File: src/rtl/prog_loader_pkg.sv
// rtl/prog_loader_pkg.sv - shared state types and constants for the UART program loader
package prog_loader_pkg;
   typedef enum logic [2:0] {IDLE, COLLECT, CHECK, WRITE, DONE} ld_state_t;
   typedef enum logic [1:0] {RX_IDLE, RX_START, RX_DATA, RX_STOP} rx_state_t;

   localparam logic [31:0] END_WORD_DEFAULT = 32'h0000_0FFF;
endpackage

File: src/rtl/prog_uart_rx.sv
// rtl/prog_uart_rx.sv - 8N1 UART receiver: synchroniser, divisor counter, deserialiser
module prog_uart_rx
   import prog_loader_pkg::*;
#(
   parameter int DIV_W = 16
) (
   input  logic             clk,
   input  logic             rst,
   input  logic             rx,
   input  logic [DIV_W-1:0] clks_per_bit,
   output logic             byte_valid,
   output logic [7:0]       byte_data,
   output logic             frame_err
);
   rx_state_t        state_q, state_d;
   logic             rx_meta, rx_sync, rx_prev;
   logic [DIV_W-1:0] cnt_q, cnt_d, div_q, div_d;
   logic [2:0]       bit_q, bit_d;
   logic [7:0]       shift_q, shift_d;
   logic             valid_d, ferr_d;
   logic             tick;

   assign tick      = (cnt_q == '0);
   assign byte_data = shift_q;

   always_ff @(posedge clk) begin
      if (rst) begin
         // Sync flops clear low so a line already low at reset release never looks like a start edge.
         rx_meta    <= 1'b0;
         rx_sync    <= 1'b0;
         rx_prev    <= 1'b0;
         state_q    <= RX_IDLE;
         cnt_q      <= '0;
         div_q      <= '0;
         bit_q      <= '0;
         shift_q    <= '0;
         byte_valid <= 1'b0;
         frame_err  <= 1'b0;
      end else begin
         rx_meta    <= rx;
         rx_sync    <= rx_meta;
         rx_prev    <= rx_sync;
         state_q    <= state_d;
         cnt_q      <= cnt_d;
         div_q      <= div_d;
         bit_q      <= bit_d;
         shift_q    <= shift_d;
         byte_valid <= valid_d;
         frame_err  <= ferr_d;
      end
   end

   always_comb begin
      state_d = state_q;
      cnt_d   = cnt_q;
      div_d   = div_q;
      bit_d   = bit_q;
      shift_d = shift_q;
      valid_d = 1'b0;
      ferr_d  = 1'b0;
      case (state_q)
         RX_IDLE: begin
            if (rx_prev && !rx_sync) begin
               state_d = RX_START;
               div_d   = clks_per_bit;
               cnt_d   = (clks_per_bit >> 1) - DIV_W'(1);
            end
         end
         RX_START: begin
            if (!tick) begin
               cnt_d = cnt_q - DIV_W'(1);
            end else if (rx_sync) begin
               state_d = RX_IDLE;
            end else begin
               state_d = RX_DATA;
               cnt_d   = div_q - DIV_W'(1);
               bit_d   = '0;
            end
         end
         RX_DATA: begin
            if (!tick) begin
               cnt_d = cnt_q - DIV_W'(1);
            end else begin
               shift_d = {rx_sync, shift_q[7:1]};
               cnt_d   = div_q - DIV_W'(1);
               if (bit_q == 3'd7) state_d = RX_STOP;
               else               bit_d   = bit_q + 3'd1;
            end
         end
         RX_STOP: begin
            if (!tick) begin
               cnt_d = cnt_q - DIV_W'(1);
            end else begin
               state_d = RX_IDLE;
               valid_d = rx_sync;
               ferr_d  = !rx_sync;
            end
         end
         default: state_d = RX_IDLE;
      endcase
   end
endmodule

File: src/rtl/prog_loader_ctrl.sv
// rtl/prog_loader_ctrl.sv - UART boot loader: packs bytes into IMEM words, then hands IMEM to the core
module prog_loader_ctrl
   import prog_loader_pkg::*;
#(
   parameter int          ADDR_W   = 8,
   parameter logic [31:0] END_WORD = END_WORD_DEFAULT,
   parameter int          DIV_W    = 16
) (
   input  logic              wb_clk_i,
   input  logic              wb_rst_i,
   input  logic              rx_i,
   input  logic [DIV_W-1:0]  clks_per_bit_i,
   input  logic              core_req_i,
   input  logic [ADDR_W-1:0] core_addr_i,
   output logic              core_gnt_o,
   output logic [31:0]       core_rdata_o,
   output logic              imem_csb_o,
   output logic              imem_we_o,
   output logic [ADDR_W-1:0] imem_addr_o,
   output logic [31:0]       imem_wdata_o,
   input  logic [31:0]       imem_rdata_i,
   output logic              core_rst_no,
   output logic              done_o,
   output logic              ovf_err_o,
   output logic              frame_err_o
);
   ld_state_t         state_q, state_d;
   logic [ADDR_W:0]   addr_q, addr_d;
   logic [1:0]        cnt_q, cnt_d;
   logic [31:0]       word_q, word_d;
   logic              done_q, rst_n_q, ovf_q, ovf_d, ferr_q;
   logic              byte_valid, rx_ferr;
   logic [7:0]        byte_data;

   prog_uart_rx #(.DIV_W(DIV_W)) u_rx (
      .clk          (wb_clk_i),
      .rst          (wb_rst_i),
      .rx           (rx_i),
      .clks_per_bit (clks_per_bit_i),
      .byte_valid   (byte_valid),
      .byte_data    (byte_data),
      .frame_err    (rx_ferr)
   );

   always_ff @(posedge wb_clk_i) begin
      if (wb_rst_i) begin
         state_q <= IDLE;
         addr_q  <= '0;
         cnt_q   <= '0;
         word_q  <= '0;
         done_q  <= 1'b0;
         rst_n_q <= 1'b0;
         ovf_q   <= 1'b0;
         ferr_q  <= 1'b0;
      end else begin
         state_q <= state_d;
         addr_q  <= addr_d;
         cnt_q   <= cnt_d;
         word_q  <= word_d;
         done_q  <= done_q | (state_d == DONE);
         rst_n_q <= done_q;
         ovf_q   <= ovf_d;
         ferr_q  <= ferr_q | rx_ferr;
      end
   end

   always_comb begin
      state_d = state_q;
      addr_d  = addr_q;
      cnt_d   = cnt_q;
      word_d  = word_q;
      ovf_d   = ovf_q;
      case (state_q)
         IDLE, COLLECT: begin
            if (byte_valid) begin
               word_d[{cnt_q, 3'b000} +: 8] = byte_data;
               cnt_d   = cnt_q + 2'd1;
               state_d = (cnt_q == 2'd3) ? CHECK : COLLECT;
            end
         end
         CHECK: begin
            // Address one past the top means the image does not fit.
            if (word_q == END_WORD) begin
               state_d = DONE;
            end else if (addr_q[ADDR_W]) begin
               ovf_d   = 1'b1;
               state_d = DONE;
            end else begin
               state_d = WRITE;
            end
         end
         WRITE: begin
            addr_d  = addr_q + (ADDR_W+1)'(1);
            cnt_d   = '0;
            state_d = COLLECT;
            if (byte_valid) begin
               word_d[7:0] = byte_data;
               cnt_d       = 2'd1;
            end
         end
         default: state_d = state_q;
      endcase
   end

   always_comb begin
      core_gnt_o  = 1'b0;
      imem_csb_o  = 1'b1;
      imem_we_o   = 1'b0;
      imem_addr_o = addr_q[ADDR_W-1:0];
      if (state_q == DONE) begin
         core_gnt_o  = core_req_i;
         imem_csb_o  = ~core_req_i;
         imem_addr_o = core_addr_i;
      end else if (state_q == WRITE) begin
         imem_csb_o = 1'b0;
         imem_we_o  = 1'b1;
      end
   end

   assign imem_wdata_o = word_q;
   assign core_rdata_o = imem_rdata_i;
   assign done_o       = done_q;
   assign core_rst_no  = rst_n_q;
   assign ovf_err_o    = ovf_q;
   assign frame_err_o  = ferr_q;
endmodule

File: config.mk
export PLATFORM = sky130hd
export DESIGN_NAME = prog_loader_ctrl
export DESIGN_NICKNAME = d
export VERILOG_FILES = /design/src/rtl/prog_loader_pkg.sv /design/src/rtl/prog_uart_rx.sv /design/src/rtl/prog_loader_ctrl.sv
export SDC_FILE = /design/constraint.sdc
export NUM_CORES = 1
export LEC_CHECK = 0
export ABC_AREA = 1
export BUFFER_PORTS_ARGS = -buffer_cell sky130_fd_sc_hd__clkbuf_2
export CAP_MARGIN = 20
export CORE_MARGIN = 3
export CORE_UTILIZATION = 50
export DETAILED_ROUTE_END_ITERATION = 7
export GPL_TIMING_DRIVEN = 0
export PLACE_DENSITY = 0.71
export SLEW_MARGIN = 40
export SYNTH_ARGS = -nofsm -noshare
export SYNTH_HDL_FRONTEND = slang
export SYNTH_SLANG_ARGS = --single-unit
File: constraint.sdc
create_clock -name wb_clk_i -period 6 [get_ports wb_clk_i]
set_input_delay 1.2 -clock wb_clk_i [delete_from_list [all_inputs] [get_ports wb_clk_i]]
set_output_delay 1.2 -clock wb_clk_i [all_outputs]
set_load 0.03 [all_outputs]
==> out/results.txt, run 1 <==
status: completed
crit share post-route: 54.8%
endpoint type of the worst setup path: primary output
diode count: 0
register area: 2000 um2
Worst Hold Class: register to register
Die Wd: 117 um
leading area contributor after synthesis: dfxtp_1
area occupied by multi-input gates: 3360 um2
worst skew pair latency: 0.36 ns
fmax: 0.304 GHz
Initial Util: 52.4%
die area: 13,600 um2
reg2reg setup slack: 3.58 ns
clk_skew: 0.0116 ns
setup TNS: 0 ns
P per Cell Area: 406 nW/um2
H-tree Lvls: 3
slew margin rel.: 51.2%
syn_nets: 1,033
Ports: 139
Clock Pin Slew Worst Setup and Hold Paths: 0.07 ns
ranking of synthesized cells by area: dfxtp_1 33%, nand2_1 14%, nor2_1 8.4%, a21oi_1 7.3%, inv_1 6.1%
Synth Area in Simple Gates: 32.8%
Synth Flop Type: dfxtp_1
DR iter-0 viols: 575
cts repair resizes: 0
residual DRC count: 0
number of global-route vias before repair: 5,758
Antenna Nets Post-Route: 0
Post-Route WL: 17.4 mm
Worst-Margin Slew: 0.732 ns
fill cell count: 1,172
placed cell area: 6850 um2
# clock sinks: 100
total CTS buffers: 9
hold_buf cts: 0
final setup fails: 0
number of synthesized flops with an enable pin: 0
clk buf depth: 2
WS Path Type: register to primary output
Synth Area per Inst: 6.41 um2
router iterations before antenna repair: 5
Worst Path Max Fanout: 10
Post-Synthesis Cells: 957
arrival time worst endpoint: 2.09 ns
routed via count: 6,470
Max Cap Viol: 0
Tmin final: 3.29 ns
Port Buf Inserts: 105
YS warnings: 0
final instance area: 7140 um2
routability congestion estimate: 0.970
HPWL after DPL: 13.5 mm
pins over their slew limit: 0
XOR/XNOR Fraction of Synth Area: 2.43%
Die Span Y: 117 um
ratio of cells with drive above 1 in the final layout: 18.8%
Distinct cells, synth: 39
Root Driver: clkbuf_16
Fin. Hold Viols: 0
initial antenna violation count: 0
P_leak: 3.32 nW
mux share of post-synthesis cell area: 0%
post-synthesis adder-cell area fraction: 3.26%
Synth top area share: 32.6%
Async SR Flop Fraction: 0%
post-CTS setup buffers: 0
Placeable Area: 11,700 um2
Core Rows: 39
fin nets: 1,149
RSZ-0062 raised after global routing: no
Synth Area in Compound Gates: 16.2%
worst vdd ir: 0.238 mV
main combinational cell family by area after synthesis: simple AND/OR/NAND/NOR gates
post-DR wirelength/cell: 14.3 um
vias per std cell: 5.30
largest net degree at the start of global routing: 17
first-pass GRT wire length: 28.0 mm
#FFs+latches synth: 100
CP Data Required Time: 4.80 ns
Area Growth Syn to Fin: 16.3%
CTS tree: done
total track usage: 26.2%
Synth Cell Area: 6140 um2
crit start category: register
Seq/Total Area, Yosys: 32.6%
GRT Residual Overflow: 0
-- cells in the final DEF (no fill, tap or decap), drive strengths merged, types with 2 or more instances in the layout --
cell type / count
nand2: 231
nor2: 145
clkbuf: 132
inv: 106
a21oi: 102
dfxtp: 100
o21ai: 73
nand3: 60
buf: 44
nor3: 22
ha: 16
xor2: 13
or3: 6
nand4: 6
xnor2: 4
a31oi: 3
nand3b: 3
clkinv: 3
or2: 2
-- path summary, 6_finish.rpt --
path,from,end,cells after the start
setup / recovery,state_q[2],imem_addr_o[5],7
hold reg to reg,u_rx.rx_meta,u_rx.rx_sync,2
hold / removal,u_rx.rx_meta,u_rx.rx_sync,2
setup reg to reg,cnt_q[0],imem_wdata_o[16],11
-- sequential cells by signal, indices dropped and copies added (netlist names), 2 cells and up, named ones only --
signal          flops
imem_wdata_o       32
u_rx.cnt_q         16
u_rx.div_q         16
addr_q              9
u_rx.byte_data      8
state_q             3
u_rx.bit_q          3
cnt_q               2
-- logic make-up (layout without fill, tap and decap cells) --
kind of cell | Yosys count | count (layout)
xor+xnor | 17 | 17
fa+ha+maj | 16 | 16
buf+inv | 167 | 287
compound gates | 182 | 182
simple gates | 475 | 475
flops | 100 | 100
-- metal layers --
metal	share of wire, %	vias up	track usage (%)	wire length, um
met3	9.1	20	4.47	1590
met4	1.7	0	8.49	302
met5	0	-	0	0
li1	-	3276	-	-
met2	41	267	38.8	7160
met1	48	2907	38.6	8370
-- metrics by stage --
step	hold WS (ns)	setup slack, ns	std cells	power, W	utilization (%)
4_1_cts	0.406	2.68	1220	0.00287	60.9
6_report	0.407	2.71	1220	0.00289	60.9
2_1_floorplan	0.388	2.85	957	0.00194	-
5_1_grt	0.439	2.56	1220	0.00314	60.9
3_3_place_gp	0.390	3.06	1205	0.00227	58.4
3_5_place_dp	0.397	3.07	1205	0.00228	58.5
-- worst max-delay path: stages, from the launching register on --
cell	delay, ns
dfxtp_1	0.39
inv_1	0.11
or2_2	0.30
nor2_1	0.31
buf_2	0.27
nand2_1	0.06
o21ai_0	0.07
clkbuf_2	0.22
-- power by group --
group          switching [W]  internal [W]
combinational        0.00100      0.000499
clock               0.000264      0.000324
sequential         0.0000781      0.000725
-- final cells by class --
type | instances | share of cell area [%]
buffer | 62 | 5.42
clock buffer | 10 | 3.21
clock inverter | 5 | 0.859
inverter | 105 | 5.52
multi-input combinational | 690 | 47.1
sequential | 100 | 28.1
tap | 143 | 2.51
timing repair buffer | 105 | 7.36
-- cells in the mapped netlist (all sizes together), types with 2 or more instances --
cell type,count
a21oi,102
a31oi,3
buf,44
clkbuf,17
dfxtp,100
ha,16
inv,104
nand2,231
nand3,60
nand3b,3
nand4,6
nor2,145
nor3,22
o21ai,73
or2,2
or3,6
xnor2,4
xor2,13
No activity file was read; power rests on OpenSTA's default activity.
==> inputs of run 2 (changes only) <==
--- a/config.mk
+++ b/config.mk
@@ -12,7 +12,7 @@
 export CORE_UTILIZATION = 50
 export DETAILED_ROUTE_END_ITERATION = 7
 export GPL_TIMING_DRIVEN = 0
-export PLACE_DENSITY = 0.71
+export PLACE_DENSITY = 0.74
 export SLEW_MARGIN = 40
 export SYNTH_ARGS = -nofsm -noshare
 export SYNTH_HDL_FRONTEND = slang
==> constraint.sdc (replaced) <==
create_clock -name wb_clk_i -period 2.9 [get_ports wb_clk_i]
set_input_delay 0.58 -clock wb_clk_i [delete_from_list [all_inputs] [get_ports wb_clk_i]]
set_output_delay 0.58 -clock wb_clk_i [all_outputs]
set_load 0.03 [all_outputs]
==> run 2 against run 1 <==
Cell count about the same. Wire length shrank 1.7%. Sequential power up 110%.
==> out/results.txt, run 2 (synthesis results as in run 1) <==
status: completed (unchanged)
arrival time worst endpoint: 2.02 ns (was 2.09 ns)
clk buf depth: 2 (unchanged)
reg2reg setup slack: 0.49 ns (was 3.58 ns)
number of global-route vias before repair: 5,756 (was 5,758)
Max Cap Viol: 0 (unchanged)
gr busiest metal: met2 (unchanged)
commonest cells after routing, fill and taps aside: 221 x nand2_1, 137 x nor2_1, 105 x clkbuf_2 (was 221 x nand2_1, 138 x nor2_1, 105 x clkbuf_2)
post-DR wirelength/cell: 14.0 um (was 14.3 um)
final setup fails: 0 (unchanged)
Tmin final: 2.60 ns
Placeable Area: 11,700 um2 (unchanged)
register share of total power: 27.1% (was 27.8%)
routability congestion estimate: 0.932 (was 0.970)
clk_skew: 0.00558 ns (was 0.0116 ns)
routed via count: 6,472 (was 6,470)
slew margin rel.: 52.8% (was 51.2%)
die area: 13,600 um2 (unchanged)
fmax: 0.385 GHz
register area: 2000 um2 (unchanged)
met2 usage: 40.0% (was 38.8%)
area occupied by multi-input gates: 3360 um2 (about the same)
placed cell count: 1,205 (unchanged)
Antenna Nets Post-Route: 0 (unchanged)
vias per std cell: 5.30 (about the same)
Comb power frac: 50.8% (was 51.9%)
final instance area: 7180 um2 (was 7140 um2)
initial antenna violation count: 0 (unchanged)
Port Buf Inserts: 105 (unchanged)
WS Path Type: register to primary output (unchanged)
total CTS buffers: 9 (unchanged)
GR Util met3: 3.08% (was 4.47%)
# clock sinks: 100 (unchanged)
CP Data Required Time: 2.32 ns (was 4.80 ns)
setup TNS: 0 ns (unchanged)
P_leak: 3.34 nW (was 3.32 nW)
Root Driver: clkbuf_16 (unchanged)
residual DRC count: 0 (unchanged)
P per Cell Area: 846 nW/um2 (was 406 nW/um2)
Int Power: 0.00330 W (was 0.00155 W)
Ports: 139 (unchanged)
diode count: 0 (unchanged)
Worst Hold Class: register to register (unchanged)
clock power share: 22.0% (was 20.3%)
worst path buffer plus inverter count: 3 (unchanged)
critical-path cell list: inv_1, or2_2, nor2_2, buf_2, nand2_1, o21ai_0, clkbuf_2 (was inv_1, or2_2, nor2_1, buf_2, nand2_1, o21ai_0, clkbuf_2)
worst vdd ir: 0.498 mV (was 0.238 mV)
HPWL after DPL: 13.4 mm (was 13.5 mm)
Initial Util: 52.4% (unchanged)
WHS: 0.403 ns (was 0.407 ns)
Die Span Y: 117 um (unchanged)
pins over their slew limit: 0 (unchanged)
Core Rows: 39 (unchanged)
fin nets: 1,149 (unchanged)
ratio of cells with drive above 1 in the final layout: 19.1% (was 18.8%)
crit share post-route: 89.6%
P_sw: 0.00277 W (was 0.00134 W)
RSZ-0062 raised after global routing: no (unchanged)
Die Wd: 117 um (unchanged)
Area Growth Syn to Fin: 17.0% (was 16.3%)
endpoint type of the worst setup path: primary output (unchanged)
Worst Path Max Fanout: 10 (unchanged)
CTS tree: done (unchanged)
DR iter-0 viols: 443 (was 575)
first-pass GRT wire length: 27.3 mm (was 28.0 mm)
placed cell area: 6850 um2 (unchanged)
met1 usage: 35.8% (was 38.6%)
non-filler cells, final: 1,221 (was 1,220)
CP delay by family, top: simple AND/OR/NAND/NOR gates (unchanged)
fill cell count: 1,141 (was 1,172)
worst skew pair latency: 0.35 ns (was 0.36 ns)
H-tree Lvls: 3 (unchanged)
CP max-delay cell: dfxtp_1 (unchanged)
slowest stage delay, CP: 0.42 ns (was 0.39 ns)
total track usage: 25.2% (was 26.2%)
crit start category: register (unchanged)
largest net degree at the start of global routing: 19 (was 17)
Switching Fraction: 45.6% (was 46.5%)
GRT Residual Overflow: 0 (unchanged)
Fin. Hold Viols: 0 (unchanged)
Clock Pin Slew Worst Setup and Hold Paths: 0.07 ns (about the same)
max reg flops: 32 (unchanged)
most common cell after layout, fill and taps aside: nand2_1 (unchanged)
Worst-Margin Slew: 0.709 ns (was 0.732 ns)
router iterations before antenna repair: 6 (was 5)
hold_buf cts: 0 (unchanged)
Post-Route WL: 17.1 mm (was 17.4 mm)
==> run 2: cell type report <==
class	instances	share of cell area (%)
clock inverters	7	1.52
repair buffers	105	7.32
inverters	105	5.49
clock buffers	9	3.14
multi-input cells	690	46.8
well taps	143	2.49
flip-flops and latches	100	27.9
plain buffers	62	5.38
==> run 2: timing repair <==
item | in CTS | in global routing
gates resized for setup | 0 | 1
setup endpoints to repair | 0 | 1
setup buffers | 0 | 0
==> run 2: power by group through the flow <==
stage | logic, W | registers, W | clock network, W
3_3_place_gp | 0.00300 | 0.00167 | 0
2_1_floorplan | 0.00239 | 0.00164 | 0
6_report | 0.00309 | 0.00165 | 0.00134
4_1_cts | 0.00305 | 0.00164 | 0.00135
5_1_grt | 0.00344 | 0.00167 | 0.00142
3_5_place_dp | 0.00303 | 0.00167 | 0
==> run 2: metal layers <==
| layer | wire [um] | part of all wire (%) | vias up |
|---|---|---|---|
| met1 | 7780 | 45 | 2932 |
| met3 | 1390 | 8.1 | 23 |
| met2 | 7710 | 45 | 245 |
| li1 | - | - | 3272 |
| met5 | 0 | 0 | - |
| met4 | 255 | 1.5 | 0 |
==> run 2: worst paths after layout <==
| path | start | endpoint | depth (start not counted) |
|---|---|---|---|
| worst min-delay path | u_rx.rx_meta | u_rx.rx_sync | 2 |
| worst max register to register | cnt_q[0] | imem_wdata_o[16] | 11 |
| worst max-delay path | state_q[2] | imem_addr_o[4] | 7 |
| worst min register to register | u_rx.rx_meta | u_rx.rx_sync | 2 |
==> run 2: worst min-delay path, stage by stage (launching register included) <==
cell and delay, ns:
dfxtp_1 0.30, inv_1 0.04, nor2_1 0.03
==> run 2: per-stage QoR <==
step	power (W)	util, %	worst slack [ns]
final	0.00608	61.3	0.301
after global routing	0.00653	61.3	0.141
after CTS	0.00604	61.3	0.151
after detailed placement	0.00470	58.5	0.537
after global placement	0.00467	58.4	0.426
after floorplan	0.00402	-	0.541
